<file path="config.mk">
export PLATFORM = sky130hd
export DESIGN_NAME = result_reporter
export DESIGN_NICKNAME = d
export VERILOG_FILES = /design/src/rtl/miner_pkg.sv /design/src/rtl/result_fifo.sv /design/src/rtl/result_reporter.sv
export SDC_FILE = /design/constraint.sdc
export NUM_CORES = 2
export LEC_CHECK = 0
export BUFFER_PORTS_ARGS = -buffer_cell sky130_fd_sc_hd__buf_2
export CAP_MARGIN = 20
export CORE_UTILIZATION = 35
export CTS_CLUSTER_SIZE = 16
export DETAILED_ROUTE_END_ITERATION = 7
export GPL_ROUTABILITY_DRIVEN = 0
export GPL_TIMING_DRIVEN = 1
export PLACE_DENSITY = 0.53
export SYNTH_ARGS = -nofsm -noshare
export SYNTH_HDL_FRONTEND = slang
export SYNTH_SLANG_ARGS = --single-unit
</file>
<file path="constraint.sdc">
create_clock -name CLK -period 21.4 [get_ports CLK]
set_clock_uncertainty 0.15 [all_clocks]
set_input_delay 4.28 -clock CLK [delete_from_list [all_inputs] [get_ports CLK]]
set_output_delay 4.28 -clock CLK [all_outputs]
set_load 0.02 [all_outputs]
</file>
<file path="src/rtl/miner_pkg.sv">
// Shared constants and types for the mining result reporter.
// Holds the record layout, the frame geometry and the serializer FSM state type.
package miner_pkg;

  localparam logic [7:0]  HEADER_DEFAULT = 8'hA5;
  localparam int unsigned REC_W          = 320;
  localparam int unsigned FRAME_LEN      = 42;
  localparam int unsigned PAYLOAD_LEN    = FRAME_LEN - 2;

  typedef enum logic [1:0] {
    StIdle    = 2'd0,
    StHdr     = 2'd1,
    StPayload = 2'd2,
    StCsum    = 2'd3
  } state_e;

endpackage

</file>
<file path="src/rtl/result_fifo.sv">
// Synchronous FIFO for result records; a push into a full FIFO is taken only
// when a pop happens on the same edge.
module result_fifo #(
  parameter int unsigned DEPTH = 4,
  parameter int unsigned WIDTH = 320
) (
  input  logic                   CLK,
  input  logic                   RST,
  input  logic                   push,
  input  logic [WIDTH-1:0]       wdata,
  input  logic                   pop,
  output logic [WIDTH-1:0]       rdata,
  output logic                   full,
  output logic                   empty,
  output logic [$clog2(DEPTH):0] count
);

  localparam int unsigned AW = $clog2(DEPTH);
  localparam logic [AW-1:0] PtrOne  = 1;
  localparam logic [AW:0]   CntFull = DEPTH[AW:0];

  logic [WIDTH-1:0] mem_q [DEPTH];
  logic [AW-1:0]    wr_ptr_q, rd_ptr_q;
  logic [AW:0]      count_q;
  logic             do_push, do_pop;

  assign full    = (count_q == CntFull);
  assign empty   = (count_q == '0);
  assign do_pop  = pop & ~empty;
  assign do_push = push & (~full | do_pop);
  assign rdata   = mem_q[rd_ptr_q];
  assign count   = count_q;

  always_ff @(posedge CLK) begin
    if (do_push) mem_q[wr_ptr_q] <= wdata;
  end

  // Pointers wrap naturally because DEPTH is a power of two.
  always_ff @(posedge CLK or negedge RST) begin
    if (!RST) begin
      wr_ptr_q <= '0;
      rd_ptr_q <= '0;
      count_q  <= '0;
    end else begin
      if (do_push) wr_ptr_q <= wr_ptr_q + PtrOne;
      if (do_pop)  rd_ptr_q <= rd_ptr_q + PtrOne;
      count_q <= count_q + {{AW{1'b0}}, do_push} - {{AW{1'b0}}, do_pop};
    end
  end

endmodule

</file>
<file path="src/rtl/result_reporter.sv">
// Buffers hasher hits and streams each as a 42-byte frame:
// header, 40 payload bytes (nonce, time, result, MSB first), XOR checksum.
module result_reporter
  import miner_pkg::*;
#(
  parameter int unsigned DEPTH  = 4,
  parameter logic [7:0]  HEADER = HEADER_DEFAULT
) (
  input  logic                   CLK,
  input  logic                   RST,
  input  logic                   valid_in,
  input  logic [31:0]            nonce_in,
  input  logic [31:0]            time_in,
  input  logic [255:0]           result_in,
  input  logic                   tx_ready,
  output logic                   tx_valid,
  output logic [7:0]             tx_data,
  input  logic                   clr_overflow,
  output logic                   overflow,
  output logic [7:0]             drop_count,
  output logic [$clog2(DEPTH):0] pending,
  output logic                   busy
);

  localparam logic [5:0] LastByte = 6'(PAYLOAD_LEN - 1);

  state_e           state_q, state_d;
  logic [REC_W-1:0] shreg_q, shreg_d;
  logic [7:0]       csum_q, csum_d;
  logic [5:0]       cnt_q, cnt_d;
  logic             start_q;
  logic             overflow_q, overflow_d;
  logic [7:0]       drop_q, drop_d;

  logic                   fifo_full, fifo_empty, fifo_pop;
  logic [REC_W-1:0]       fifo_rdata;
  logic [$clog2(DEPTH):0] fifo_count;
  logic                   drop, accept;

  assign accept   = tx_valid & tx_ready;
  // A new record sits one cycle in the FIFO before the idle FSM may pop it.
  assign fifo_pop = (state_q == StIdle) & start_q & ~fifo_empty;
  assign drop     = valid_in & fifo_full & ~fifo_pop;

  result_fifo #(
    .DEPTH (DEPTH),
    .WIDTH (REC_W)
  ) u_fifo (
    .CLK   (CLK),
    .RST   (RST),
    .push  (valid_in),
    .wdata ({nonce_in, time_in, result_in}),
    .pop   (fifo_pop),
    .rdata (fifo_rdata),
    .full  (fifo_full),
    .empty (fifo_empty),
    .count (fifo_count)
  );

  always_comb begin
    state_d = state_q;
    shreg_d = shreg_q;
    csum_d  = csum_q;
    cnt_d   = cnt_q;
    unique case (state_q)
      StIdle: begin
        if (fifo_pop) begin
          shreg_d = fifo_rdata;
          csum_d  = '0;
          cnt_d   = '0;
          state_d = StHdr;
        end
      end
      StHdr: begin
        if (accept) state_d = StPayload;
      end
      StPayload: begin
        if (accept) begin
          csum_d  = csum_q ^ shreg_q[REC_W-1 -: 8];
          shreg_d = {shreg_q[REC_W-9:0], 8'h00};
          if (cnt_q == LastByte) state_d = StCsum;
          else                   cnt_d   = cnt_q + 6'd1;
        end
      end
      StCsum: begin
        if (accept) state_d = StIdle;
      end
      default: state_d = StIdle;
    endcase
  end

  always_comb begin
    overflow_d = overflow_q;
    drop_d     = drop_q;
    if (clr_overflow) begin
      overflow_d = drop;
      drop_d     = {7'd0, drop};
    end else if (drop) begin
      overflow_d = 1'b1;
      if (drop_q != 8'hFF) drop_d = drop_q + 8'd1;
    end
  end

  always_ff @(posedge CLK or negedge RST) begin
    if (!RST) begin
      state_q    <= StIdle;
      shreg_q    <= '0;
      csum_q     <= '0;
      cnt_q      <= '0;
      start_q    <= 1'b0;
      overflow_q <= 1'b0;
      drop_q     <= '0;
    end else begin
      state_q    <= state_d;
      shreg_q    <= shreg_d;
      csum_q     <= csum_d;
      cnt_q      <= cnt_d;
      start_q    <= ~fifo_empty;
      overflow_q <= overflow_d;
      drop_q     <= drop_d;
    end
  end

  always_comb begin
    tx_valid = (state_q != StIdle);
    unique case (state_q)
      StHdr:     tx_data = HEADER;
      StPayload: tx_data = shreg_q[REC_W-1 -: 8];
      StCsum:    tx_data = csum_q;
      default:   tx_data = 8'h00;
    endcase
  end

  assign overflow   = overflow_q;
  assign drop_count = drop_q;
  assign pending    = fifo_count;
  assign busy       = (state_q != StIdle);

endmodule

</file>
Word level (Yosys, flattened, before mapping)
Memory sizes are Yosys's and may differ from the RTL's. Cells that the tools add are included.

Flip-flop bits (word level): 353. Memory bits (writable): 1280. Input bits: 325. Output and inout port bits: 22. Word-level logic and storage cells: 75. Memories kept: 1.

Memory list: u_fifo.mem_q (depth 4, width 320, rd ports 1, clocked after memory_dff 0, wr ports 1, RTL line result_fifo.sv:22) `logic [WIDTH-1:0] mem_q [DEPTH];`.

Add/subtract/negate cells: 6. Eq/ne operators: 12. Mux-type cells: 24. Bitwise operators: 12. Reduce and logical (&&, ||, !) cells: 10.

Operators with widths (count): 2-to-1 mux 320 bit (2); case mux 320 bit (2 select lines) (1); 2-to-1 mux 8 bit (5); case mux 8 bit (3 select lines) (1); 2-to-1 mux 6 bit (3); case mux 8 bit (2 select lines) (1); inequality test 2 bit, second input constant (6); case mux 6 bit (2 select lines) (1); 2-to-1 mux 2 bit (5); adder 8 x 1 -> 8 bit, second input constant (1); inequality test 8 bit, second input constant (1); case mux 2 bit (4 select lines) (1); nonzero test 2 bit (4); bitwise XOR 8 bit (1); bitwise AND 1 bit (7); adder 6 x 1 -> 6 bit, second input constant (1); equality test 6 bit, second input constant (1); AND reduction 5 bit (1); adder 2 x 1 -> 2 bit, second input constant (2); equality test 2 bit, second input constant (2); 2-to-1 mux 1 bit (4); AND reduction 4 bit (1); adder 3 x 1 -> 3 bit (1); equality test 3 bit, second input constant (1); 8 further kinds (10).

Depth between registers and ports, before layout
Depth after elaboration: 8. Depth in mapped cells: 11. Mapped depth without buffers: 9.

Modules after synthesis
From an unflattened synthesis, not the netlist that was laid out.

Cells, all modules: 3269. Area, all modules: 62824.0 um^2.

Modules (own cells, without submodules): result_fifo (instances 1, cells an instance 1707, area an instance 46609.7 um^2, sequential area each 38612.0 um^2); result_reporter (instances 1, cells an instance 1562, area an instance 16214.3 um^2, sequential area each 8658.3 um^2).

Least setup slack after synthesis
OpenSTA, ideal clock, no wires.

Kind: in2reg. From: input port valid_in. To: memory u_fifo.mem_q[0][0], enable pin. Library setup time: 0.723 ns. Arrival: 11.799 ns. Required time: 20.527 ns. Setup slack: 8.728 ns. Stages on the path: 2. Path buffers: 0. Cell sequence: o21a_1 > and2_1.

Word-level cells in the longest chain between the ends: 3.

RTL lines: start, declared (RTL line result_reporter.sv:11) `input logic valid_in,`; bitwise AND 1 bit (RTL line result_fifo.sv:30) `assign do_push = push & (~full | do_pop);`; 2-to-1 mux 1 bit (RTL line result_fifo.sv:35) `if (do_push) mem_q[wr_ptr_q] <= wdata;`; 2-to-1 mux 1 bit (not written as such) (RTL line result_fifo.sv:35); end, declared (RTL line result_fifo.sv:22).

No other way between the ends.

Final worst setup path
From: input port valid_in. To: memory u_fifo.mem_q[2][240], enable pin.

Word-level cells in the longest chain between the ends: 3.

RTL lines: bitwise AND 1 bit (RTL line result_fifo.sv:30); via u_fifo.do_push (RTL line result_fifo.sv:25) `logic do_push, do_pop;`; 2-to-1 mux 1 bit (RTL line result_fifo.sv:35); 2-to-1 mux 1 bit (not written as such) (RTL line result_fifo.sv:35).

The timed path passes the listed nets, and every way through them passes these cells.

==> results.md <==
* Max-cap viol count at 0
* Initial antenna violation count at 90
* Setup TNS at 0 ns
* Final setup viols at 0
* P_leak at 0.0261 uW
* Post-Syn Instances at 3,965
* Area grow syn2layout at 15.7%
* Critical Path Sink Type: flip-flop
* Post-CTS Hold Fix Bufs at 0
* H-tree depth at 4
* Count of pins over their slew limit at 0
* Max Fanout on Critical Path at 55
* Placed insts at 6,441
* Synthesized Nets at 4,303
* Worst-case reg-to-reg path depth at 7
* RSZ-0062 raised after global routing: no
* Cell at the root of the clock tree: clkbuf_16
* Core area at 177,000 um2
* FFs w/ async S/R, synth at 21.6%
* Worst endpoint data arrival time at 7.40 ns
* Status: finished, final reports clean
* Initial DRC Count at 2,071
* Tcrit/Tclk final at 33.3%
* Pwr per Cell Area at 150 nW/um2
* Slew @ Worst Pin at 1.12 ns
* Worst-case clock buffer depth at 3
* GRT overflow at 0
* Rows at 154
* Top FF cell, synth: edfxtp_1
* Worst hold slack at 0.309 ns
* Die Y-Extent at 425 um
* Final net count at 4,616
* Total power at 10,900 uW
* Final Hold Fails at 0
* Avg WL per Cell at 22.0 um
* Initial Util at 35.4%
* Antenna Nets Post-Route at 0
* First-pass DRT Iterations at 5
* Worst IR Drop VDD at 0.111 mV
* Largest net degree at the start of global routing at 234
* Share of cells above drive strength 1 at 15.1%
* FMAX at 0.140 GHz
* First-pass GRT wire length at 221,000 um
* TritonCTS clock tree: built
* #FFs+latches synth at 1,633
* Vias in the first global route at 33,600
* Drt drc at 0
* Detailed Route WL at 149,000 um
* Cts repair resizes at 0
* Synthesized cell area at 62,600 um2
* Post-CTS Setup Repair Bufs at 0
* Port Buffer Count at 346
* Syn Area/Cell at 15.8 um2
* Worst hold path type: flip-flop to flip-flop
* Register area share after synthesis at 75.5%
* GRT Total Usage at 16.3%
* Post-route insts no fill at 6,791
* YS warnings at 0
* Kind of critical path: input pin to flip-flop
* Minimum clock period at 7.14 ns
* Distinct cells, synth at 45
* Drt via density at 5.01
* Die ar. at 181,000 um2
* Hpwl dp at 85,800 um
* Post-synth EDFFs at 1,280
* Worst-Skew Late Latency at 0.81 ns
* DR vias at 34,000
* Total CTS buffers at 175
* Rel. slew slack at 25.1%
* Hold Path Cell Cnt at 2
* WP data required at 21.66 ns
* Post-layout utilization of the core at 41.0%
* Width of the die at 425 um
* CP startpoint kind: input pin
* Clock tree sinks at 1,633
* IO Pins at 347
* Clk pin slew, worst setup/hold paths at 0.06 ns
[layer usage]
metal	global-route usage, %	share of wire [%]	wire [um]	vias up
li1	-	-	-	15900
met1	21.3	43	64700	17000
met2	26.6	49	72700	715
met3	3.43	4.5	6760	317
met4	6.03	3.2	4800	34
met5	0	0.15	228	-
[cell usage after synthesis (2+ instances only)]
master	instances	area [um2]
mux2i_1	626	6270
buf_1	23	86.3
or4_1	2	15.0
o21a_1	2	15.0
a211o_1	3	26.3
nor4_1	2	12.5
clkbuf_1	127	477
o211ai_1	3	22.5
buf_2	105	526
a22oi_1	320	2400
nor2b_1	3	18.8
xnor2_1	4	35.0
nand3b_1	2	15.0
or3_1	4	25.0
edfxtp_1	1280	38400
ha_1	12	150
mux4_2	8	180
dfrtp_1	353	8830
nand4_1	4	25.0
xor2_1	11	96.3
nand3_1	13	65.1
and2_1	4	25.0
nor2_1	324	1220
o21ai_0	317	1590
and3_1	4	25.0
o31ai_1	2	15.0
inv_1	15	56.3
a21oi_1	323	1620
buf_6	2	22.5
nand2_1	43	161
o22ai_1	10	62.6
[power breakdown]
group          internal, uW  switching [uW]  leakage, uW
Sequential             4280             288       0.0155
Combinational          1100            2230      0.00785
Clock                  1710            1250      0.00278
[metrics by stage]
step,area (um2),setup WS (ns)
5_1_grt,72500,14.02
6_report,72500,14.26
4_1_cts,72400,14.21
3_5_place_dp,66700,13.31
2_1_floorplan,62600,8.73
3_3_place_gp,66700,13.39
[cells in the final DEF (no fill, tap or decap), types with 8 or more instances in the layout]
master | synthesis | layout
clkbuf_1 | 127 | 55
a21oi_1 | 323 | 323
o21ai_0 | 317 | 317
nand2_1 | 43 | 43
clkinv_1 | 1 | 17
o22ai_1 | 10 | 10
dfrtp_1 | 353 | 352
mux4_2 | 8 | 8
clkbuf_16 | 0 | 178
edfxtp_1 | 1280 | 1280
clkbuf_8 | 0 | 26
clkinv_2 | 0 | 24
diode_2 | 0 | 23
inv_1 | 15 | 15
buf_12 | 0 | 8
mux2i_1 | 626 | 626
nor2_1 | 324 | 323
a22oi_1 | 320 | 320
ha_1 | 12 | 12
nand3_1 | 13 | 13
xor2_1 | 11 | 11
buf_4 | 1 | 40
buf_2 | 105 | 345
[worst max-delay path, stage by stage]
cell and delay [ns]:
buf_2 0.14, o21a_1 0.31, and2_4 0.78, buf_4 0.85, buf_4 0.80
[final timing paths]
check                                       start                             end  slack [ns]
setup / recovery                         valid_in  u_fifo.mem_q[2][240]$_DFFE_PP_       14.26
hold / removal             shreg_q[0]$_DFFE_PN0P_          shreg_q[0]$_DFFE_PN0P_        0.31
setup reg to reg           state_q[1]$_DFFE_PN0P_  u_fifo.mem_q[2][240]$_DFFE_PP_       16.41
hold reg to reg            shreg_q[0]$_DFFE_PN0P_          shreg_q[0]$_DFFE_PN0P_        0.31
max in group asynchronous                     RST        shreg_q[114]$_DFFE_PN0P_       15.01
min in group asynchronous                     RST        shreg_q[287]$_DFFE_PN0P_        3.35
[logic make-up (layout without fill, tap and decap cells)]
| kind of cell | count (synthesis) | in the layout | synth area share (%) |
|---|---|---|---|
| DFF | 1633 | 1633 | 75.5 |
| AOI/OAI and AO/OA | 987 | 987 | 9.27 |
| muxes | 635 | 635 | 10.3 |
| and+or+nand+nor | 408 | 408 | 2.60 |
| buffers and inverters | 274 | 737 | 1.88 |
| xor gates and xnor gates | 15 | 15 | 0.210 |
| adders and majority gates | 13 | 13 | 0.272 |
| other | 0 | 23 | 0 |
[layout make-up]
type                            count  area (um2)
Antenna cell                       23        57.6
Inverter                           16        67.6
Sequential cell                  1633       47300
Tap cell                         2340        2930
Clock inverter                     68         699
Timing Repair Buffer              394        2200
Fill cell                       16300      104000
Multi-Input combinational cell   2058       14200
Clock buffer                      259        5020
[flip-flops by register name, indices dropped and copies added, names as in the netlist, 2 cells and up]
signal and cells:
cnt_q 6, csum_q 8, drop_count 8, shreg_q 320, state_q 2, u_fifo.count 3
u_fifo.mem_q 1280, u_fifo.rd_ptr_q 2, u_fifo.wr_ptr_q 2
Note: power is estimated with default switching activity, not from simulation.
